--- src/rtl/adder_rr_arbiter.sv ---
// Round-robin front end that shares one Brent-Kung adder between NUM_REQ
// requesters and registers each result, tagged with the winner's index,
// in a single-entry valid/ready response slot.

`ifndef ADDER_SIZE
`define ADDER_SIZE 32
`endif

module brent_kung_adder_nbit (
   input  logic [`ADDER_SIZE-1:0] in_a,
   input  logic [`ADDER_SIZE-1:0] in_b,
   input  logic                   cin,
   output logic [`ADDER_SIZE-1:0] out_res,
   output logic                   cout
);
   localparam int unsigned N = `ADDER_SIZE;
   localparam int unsigned P = 1 << $clog2(N);

   logic [P-1:0] gen;
   logic [P-1:0] prop;
   logic [P-1:0] bit_p;

   // Prefix tree: carry-in is folded into bit 0's generate, so gen[i]
   // ends up as the carry out of bit i. Width is padded to a power of two.
   always_comb begin
      gen            = '0;
      prop           = '0;
      bit_p          = '0;
      out_res        = '0;
      bit_p[N-1:0]   = in_a ^ in_b;
      gen[N-1:0]     = in_a & in_b;
      prop[N-1:0]    = bit_p[N-1:0];
      gen[0]         = gen[0] | (prop[0] & cin);
      for (int unsigned d = 1; d < P; d = d * 2) begin
         for (int unsigned i = 2 * d - 1; i < P; i = i + 2 * d) begin
            gen[i]  = gen[i] | (prop[i] & gen[i-d]);
            prop[i] = prop[i] & prop[i-d];
         end
      end
      for (int unsigned d = P / 4; d >= 1; d = d / 2) begin
         for (int unsigned i = 3 * d - 1; i < P; i = i + 2 * d) begin
            gen[i] = gen[i] | (prop[i] & gen[i-d]);
         end
      end
      out_res[0] = bit_p[0] ^ cin;
      for (int unsigned i = 1; i < N; i++) begin
         out_res[i] = bit_p[i] ^ gen[i-1];
      end
      cout = gen[N-1];
   end
endmodule

module adder_rr_arbiter #(
   parameter int unsigned NUM_REQ = 4,
   parameter int unsigned WIDTH   = `ADDER_SIZE,
   parameter int unsigned ID_W    = $clog2(NUM_REQ)
) (
   input  logic                     clk,
   input  logic                     rst,
   input  logic [NUM_REQ-1:0]       in_req_valid,
   input  logic [NUM_REQ*WIDTH-1:0] in_req_op1,
   input  logic [NUM_REQ*WIDTH-1:0] in_req_op2,
   input  logic [NUM_REQ-1:0]       in_req_cin,
   output logic [NUM_REQ-1:0]       out_req_ready,
   output logic                     out_rsp_valid,
   output logic [ID_W-1:0]          out_rsp_id,
   output logic [WIDTH-1:0]         out_rsp_res,
   output logic                     out_rsp_cout,
   input  logic                     in_rsp_ready
);
   typedef enum logic {
      S_EMPTY = 1'b0,
      S_FULL  = 1'b1
   } slot_t;

   slot_t            state;
   slot_t            state_next;
   logic [ID_W-1:0]  rr_ptr;
   logic [ID_W-1:0]  winner;
   logic             found;
   logic             avail;
   logic             accept;
   logic             rsp_xfer;
   logic [WIDTH-1:0] op1_sel;
   logic [WIDTH-1:0] op2_sel;
   logic             cin_sel;
   logic [WIDTH-1:0] sum;
   logic             sum_cout;

   // Search for the first valid requester starting at rr_ptr, wrapping at NUM_REQ.
   always_comb begin
      found  = 1'b0;
      winner = '0;
      for (int unsigned i = 0; i < NUM_REQ; i++) begin
         if (!found && in_req_valid[(32'(rr_ptr) + i) % NUM_REQ]) begin
            found  = 1'b1;
            winner = ID_W'((32'(rr_ptr) + i) % NUM_REQ);
         end
      end
   end

   // Grant only when the slot can take a result this cycle and not in reset.
   always_comb begin
      avail         = (state == S_EMPTY) || in_rsp_ready;
      accept        = found && avail && !rst;
      rsp_xfer      = (state == S_FULL) && in_rsp_ready;
      out_rsp_valid = (state == S_FULL);
      out_req_ready = '0;
      if (accept) begin
         out_req_ready[winner] = 1'b1;
      end
   end

   assign op1_sel = in_req_op1[winner*WIDTH +: WIDTH];
   assign op2_sel = in_req_op2[winner*WIDTH +: WIDTH];
   assign cin_sel = in_req_cin[winner];

   brent_kung_adder_nbit u_adder (
      .in_a    (op1_sel),
      .in_b    (op2_sel),
      .cin     (cin_sel),
      .out_res (sum),
      .cout    (sum_cout)
   );

   // Slot state register.
   always_ff @(posedge clk) begin
      if (rst) state <= S_EMPTY;
      else     state <= state_next;
   end

   // Slot next state: a new acceptance always refills the slot, which also
   // covers the same-cycle drain-and-fill case.
   always_comb begin
      state_next = state;
      if (accept)        state_next = S_FULL;
      else if (rsp_xfer) state_next = S_EMPTY;
   end

   // Round-robin pointer moves to one past the winner on acceptance.
   always_ff @(posedge clk) begin
      if (rst) begin
         rr_ptr <= '0;
      end else if (accept) begin
         rr_ptr <= (winner == ID_W'(NUM_REQ - 1)) ? '0 : winner + 1'b1;
      end
   end

   // Response payload captures the adder output on acceptance, else holds.
   always_ff @(posedge clk) begin
      if (rst) begin
         out_rsp_id   <= '0;
         out_rsp_res  <= '0;
         out_rsp_cout <= 1'b0;
      end else if (accept) begin
         out_rsp_id   <= winner;
         out_rsp_res  <= sum;
         out_rsp_cout <= sum_cout;
      end
   end
endmodule

--- config.mk ---
export PLATFORM = sky130hd
export DESIGN_NAME = adder_rr_arbiter
export DESIGN_NICKNAME = d
export VERILOG_FILES = /design/src/rtl/adder_rr_arbiter.sv
export SDC_FILE = /design/constraint.sdc
export NUM_CORES = 1
export LEC_CHECK = 0
export ABC_AREA = 1
export CAP_MARGIN = 5
export CORE_MARGIN = 2
export CORE_UTILIZATION = 47
export DETAILED_ROUTE_END_ITERATION = 6
export PLACE_DENSITY = 0.9
export SYNTH_ARGS = -nofsm -noshare
export SYNTH_HDL_FRONTEND = slang
export SYNTH_SLANG_ARGS = --single-unit
--- constraint.sdc ---
create_clock -name clk -period 6.96 [get_ports clk]
set_input_delay 1.392 -clock clk [delete_from_list [all_inputs] [get_ports clk]]
set_output_delay 1.392 -clock clk [all_outputs]
set_load 0.1 [all_outputs]
# After elaboration in Yosys (flattened, before gate mapping)
# Index checks and enable logic that the tools add are counted.
[word_totals] in_bits=267 register_bits=38 out_inout_bits=40
[classes] n_addsub=4 shifts=2 bitwise=177 n_reduce_logical=13 eq_ne=1 n_lt_le_gt_ge=6 muxes=24
[ops] op="$shiftx A128 B8 Y32" n=2
[ops] op="$and A1 B1 Y1" n=84
[ops] op="$or A1 B1 Y1" n=58
[ops] op="$and A32 B32 Y32" n=1
[ops] op="$xor A1 B1 Y1" n=32
[ops] op="$xor A32 B32 Y32" n=1
[ops] op="$lt A2 B3 Y1 const B" n=5
[ops] op="$mux W1" n=12
[ops] op="$bmux W1 S2" n=5
[ops] op="$mux W2" n=5
[ops] op="$logic_and A1 B1 Y1" n=7
[ops] op="$add A2 B1 Y2 const B" n=2
[ops] op="$add A2 B2 Y2 const B" n=2
[ops] op="$logic_not A1 Y1" n=4
[ops] op="$mux W4" n=1
[ops] op="$demux W1 S2" n=1
[ops] op="$eq A2 B2 Y1 const B" n=1
[ops] op="$ge A2 B1 Y1 const B" n=1
[ops] op="$reduce_bool A2 Y1" n=1
[ops] op="$logic_or A1 B1 Y1" n=1
[ops] op="$not A1 Y1" n=1

# Depth between registers and ports, before layout
[depth] depth_word=33 depth_mapped=32 ltp_nobuf=30

# By module
# A second synthesis with hierarchy kept.
[unflattened] hier_cells=1127 hier_area_um2=6173.4
[modules_own_cells] mod="adder_rr_arbiter" n_inst=1 area_per_inst_um2=4814.6 cells_each=954
[modules_own_cells] mod="brent_kung_adder_nbit" n_inst=1 area_per_inst_um2=1358.8 cells_each=173

# Worst setup path before layout
# Ideal clock, no wire load.
[synth_path] kind="input -> output" from="input in_req_valid[3]" to="output out_req_ready[2]" arrival_ns=3.897 path_slack_ns=1.671 n_path_buf=2 required_time_ns=5.568 cell_stages=14 cell_sequence="inv_1 -> nand2_1 -> nand3_1 -> nand2_1 -> nor2_4 -> nand3_1 -> nand3_1 -> nand2_2 -> inv_2 -> buf_6 -> buf_4 -> ha_1 -> inv_1 -> nor2_1"
[synth_between] elab_chain_cells=17 word_cells_on_any_way=30
[synth_lines] element="from (decl)" line_no="60" text="input logic [NUM_REQ-1:0] in_req_valid,"
[synth_lines] element="$bmux W1 S2" line_no="95" text="if (!found && in_req_valid[(32'(rr_ptr) + i) % NUM_REQ]) begin"
[synth_lines] element="$mux W1 (implied by the code)" line_no="95"
[synth_lines] element="$mux W1" line_no="95"
[synth_lines] element="$logic_not A1 Y1" line_no="95"
[synth_lines] element="$logic_and A1 B1 Y1" line_no="95"
[synth_lines] element="$mux W1" line_no="95"
[synth_lines] element="$logic_not A1 Y1" line_no="95"
[synth_lines] element="$logic_and A1 B1 Y1" line_no="95"
[synth_lines] element="(+2 left out)"
[synth_lines] element="$logic_and A1 B1 Y1" line_no="95"
[synth_lines] element="$mux W2 *" line_no="95"
[synth_lines] element="named net winner[1]" line_no="79" text="logic [ID_W-1:0] winner;"
[synth_lines] element="$lt A2 B3 Y1 (implied by the code) or $ge A2 B1 Y1 (tied branches)" line_no="110" text="out_req_ready[winner] = 1'b1;"
[synth_lines] element="$logic_and A1 B1 Y1 (implied by the code)" line_no="110"
[synth_lines] element="$mux W1 (implied by the code)" line_no="110"
[synth_lines] element="$demux W1 S2 *" line_no="110"
[synth_lines] element="$mux W4 *" line_no="109" text="if (accept) begin"
[synth_lines] element="to (decl)" line_no="64" text="output logic [NUM_REQ-1:0] out_req_ready,"
# Mark *: on every way through the listed nets, which the timed path passes. The rest lies on a longest branch. The select of a mux whose other input is x is not followed.

# Worst setup path after layout
[layout_path] from="input in_req_valid[1]" to="register out_rsp_res[27]"
[layout_between] elab_chain_cells=31 word_cells_on_any_way=104
[layout_lines] element="$bmux W1 S2" line_no="95"
[layout_lines] element="$mux W1 (implied by the code)" line_no="95"
[layout_lines] element="$mux W1" line_no="95"
[layout_lines] element="$logic_not A1 Y1" line_no="95"
[layout_lines] element="$logic_and A1 B1 Y1" line_no="95"
[layout_lines] element="$mux W1" line_no="95"
[layout_lines] element="$logic_not A1 Y1" line_no="95"
[layout_lines] element="$logic_and A1 B1 Y1" line_no="95"
[layout_lines] element="(+15 left out)"
[layout_lines] element="$or A1 B1 Y1" line_no="36" text="gen[i] = gen[i] | (prop[i] & gen[i-d]);"
[layout_lines] element="$and A1 B1 Y1" line_no="42" text="gen[i] = gen[i] | (prop[i] & gen[i-d]);"
[layout_lines] element="$or A1 B1 Y1" line_no="42"
[layout_lines] element="$and A1 B1 Y1" line_no="42"
[layout_lines] element="$or A1 B1 Y1" line_no="42"
[layout_lines] element="$and A1 B1 Y1" line_no="42"
[layout_lines] element="$or A1 B1 Y1" line_no="42"
[layout_lines] element="$xor A1 B1 Y1" line_no="47" text="out_res[i] = bit_p[i] ^ gen[i-1];"
[layout_lines] element="to (signal assigned)" line_no="157" text="out_rsp_res <= sum;"
[layout_lines] element="to (decl)" line_no="67" text="output logic [WIDTH-1:0] out_rsp_res,"
# Parallel ways exist; a longest one is shown, timed or not. The select of a mux whose other input is x is not followed.
# A chain may end at the register's enable or synchronous reset.

==> out/metrics.cfg <==
[status]
outcome = complete, no violations

[die]
start_util = 0.478
dieArea_um2 = 15700
io_pins = 307
core_um2 = 14500
die_y_um = 125
rows = 44
die_w_um = 125

[routing]
routed_wl_mm = 26.4
avgViaCountPerCell = 5.46
postRouteAntennaNets = 0
drtIter0Drc = 1130
drc = 0
drtPass1Iterations = 6
vias = 9170
post_drt_wl_per_cell_um = 15.7

[logic_synthesis]
syn_avg_cell_area_um2 = 5.48
netlist_instances = 1263
synth.net_count = 1581
yosys_warnings = 0
synth.yosys.seq_area_share = 0.110
synth_edf_count = 0
synth_ff_type = dfxtp_1
synth_area_um2 = 6920
synthArstFlopShare = 0
yosysUniqueCellTypes = 34
ys_ff_latch = 38

[cts]
cts_buffers = 5
htree_levels = 2
cts_root_buf = clkbuf_16
clkLatencyLatePin_ps = 280
path_clk_slew_ps = 60
ctsResizeCount = 0
cts_tree = done
post_cts_buffers = 0
postCtsHoldBufs = 0
cts.sinks = 38
clockBufferDepth = 2

[timing]
relSlewSlack = 0.319
rsz0062_at_grt = no
fin_worst_skew_ps = 3.99
period_needed_ps = 5860
drv_slew = 0
hold_violations = 0
tns_ps = 0
finalSetupViolations = 0
clock.fmax_mhz = 171
fin_crit_sh = 0.842
tightestPinTransition_ps = 1020

[setup_path]
r2r_slack_ps = 1950
required_ps = 7170
r2r_end = out_rsp_res[27]$_SDFFE_PP0P_
worst_r2r_path_depth = 26
startpoint_type = input pin
critPathMaxFanout = 35
endpoint_kind = register
r2r-start = rr_ptr[0]$_SDFFE_PP0P_
cp.arrival_ps = 6070
crit_type = in2reg

[grt]
grt_overflow = 0
grt_pass1_wl_mm = 42.3
grt_max_degree = 108
track_usage = 0.325
antenna_found_initial = 0
grt_pass1_vias = 8603

[hold_path]
hold_depth = 2
min_to = out_rsp_res[10]$_SDFFE_PP0P_
worstHoldStart = out_rsp_res[10]$_SDFFE_PP0P_
min_path_type = reg2reg

[place]
hpwlAfterDp_mm = 20.4
place_congestion = 0.942
place.port_buffers = 306

[cells_and_area]
multi_input_area_um2 = 4660
n_antenna_cell = 0
nets = 1814
seqCellArea_um2 = 761
num-fill-cells = 1259
drive_gt1_frac = 0.0247
areaGrowthSynthToFinish_pct = 46.6

[flow_run]
cap_viol_max_count = 0

[flip-flops by register name, indices dropped and copies added, names as in the netlist]
register	cells
out_rsp_cout	1
rr_ptr	2
out_rsp_id	2
out_rsp_res	32
out_rsp_valid	1
[worst max path at each step]
stage	to	slack, ps	from
2_1_floorplan	out_req_ready[2]	1670	in_req_valid[3]
3_3_place_gp	out_rsp_res[27]$_SDFFE_PP0P_	1070	in_req_valid[2]
4_1_cts	out_rsp_res[27]$_SDFFE_PP0P_	1120	in_req_valid[1]
6_report	out_rsp_res[27]$_SDFFE_PP0P_	1100	in_req_valid[1]
5_1_grt	out_rsp_res[31]$_SDFFE_PP0P_	650	in_req_valid[2]
3_5_place_dp	out_rsp_res[27]$_SDFFE_PP0P_	850	in_req_valid[1]
[area by class of cell]
class | count | share of cell area
multi-input cells | 856 | 0.460
repair buffers | 320 | 0.321
inverters | 275 | 0.102
flip-flops and latches | 38 | 0.0750
well taps | 184 | 0.0227
clock buffers | 6 | 0.0137
clock inverters | 2 | 0.00592
[layout by cell type (no fill, tap or decap)]
cell type / Yosys / final
a21boi_0: 1 / 1
a21o_1: 5 / 5
a21oi_1: 28 / 28
a31o_2: 1 / 1
a31oi_1: 2 / 2
buf_12: 0 / 8
buf_4: 8 / 10
bufinv_16: 0 / 2
clkbuf_16: 0 / 5
clkbuf_8: 0 / 1
clkdlybuf4s50_1: 0 / 302
clkinv_1: 2 / 2
dfxtp_1: 38 / 38
fa_1: 17 / 17
ha_1: 34 / 34
inv_1: 271 / 271
inv_2: 2 / 2
nand2_1: 357 / 357
nand2_2: 3 / 1
nand2_4: 0 / 2
nand3_1: 184 / 184
nand3_4: 2 / 3
nand3b_1: 1 / 1
nand4_1: 152 / 152
nor2_1: 16 / 16
nor2_4: 1 / 1
nor3_1: 1 / 1
o211ai_1: 1 / 1
o21a_1: 1 / 1
o21ai_0: 31 / 31
o21bai_1: 1 / 1
or2_2: 1 / 1
xnor2_1: 5 / 5
xor2_1: 10 / 10
[cells in the mapped netlist (4+ instances only)]
| master | count | share of area |
|---|---|---|
| nand2_1 | 357 | 0.19 |
| inv_1 | 271 | 0.15 |
| nand3_1 | 184 | 0.13 |
| nand4_1 | 152 | 0.14 |
| buf_2 | 52 | 0.038 |
| dfxtp_1 | 38 | 0.11 |
| ha_1 | 34 | 0.061 |
| o21ai_0 | 31 | 0.022 |
| a21oi_1 | 28 | 0.020 |
| clkbuf_1 | 20 | 0.011 |
| fa_1 | 17 | 0.049 |
| nor2_1 | 16 | 0.0087 |
| xor2_1 | 10 | 0.013 |
| buf_1 | 9 | 0.0049 |
| buf_4 | 8 | 0.0087 |
| a21o_1 | 5 | 0.0054 |
| xnor2_1 | 5 | 0.0063 |
| buf_6 | 4 | 0.0065 |
[kinds of logic after synthesis]
| logic type | share of synthesized area |
|---|---|
| simple gates | 0.486 |
| buf+inv | 0.218 |
| compound gates | 0.0555 |
| fa+ha+maj | 0.111 |
| flops | 0.110 |
| xor+xnor | 0.0190 |
[metal layers]
layer  global-route usage  up-vias  part of all wire
met2                0.558      551              0.47
met5                    0        -                 0
met1                0.415     4052              0.39
met4                0.102        0             0.034
li1                     -     4498                 -
met3               0.0582       69              0.11
[stage by stage]
step | std cells | util | area, um^2 | hold WS [ps] | setup slack, ps
after floorplan | 1263 | - | 6920 | 541 | 1670
after global placement | 1673 | 0.687 | 9950 | 453 | 1070
after detailed placement | 1673 | 0.687 | 9950 | 458 | 854
after CTS | 1681 | 0.701 | 10100 | 466 | 1120
after global routing | 1681 | 0.701 | 10100 | 492 | 652
final | 1681 | 0.701 | 10100 | 464 | 1100
[critical path, stage by stage]
cell	delay, ps
clkdlybuf4s50_1	490
inv_1	70
nand2_1	80
nand3_1	100
nand2_1	150
clkinv_1	150
nand2_1	130
nand2_4	220
nand3_4	280
buf_4	370
nand2_1	90
nand3_1	90
nand2_1	80
fa_1	460
inv_1	90
nand2_1	50
nand2_1	80
nand3_1	70
nand2_1	190
nand2_1	70
nand2_1	170
nand2_1	80
nand2_1	190
a31oi_1	180
fa_1	460
xor2_1	150
o21ai_0	130
Power is not shown: default switching activity piles up to over one toggle a cycle in this logic, so the estimate is an artifact.
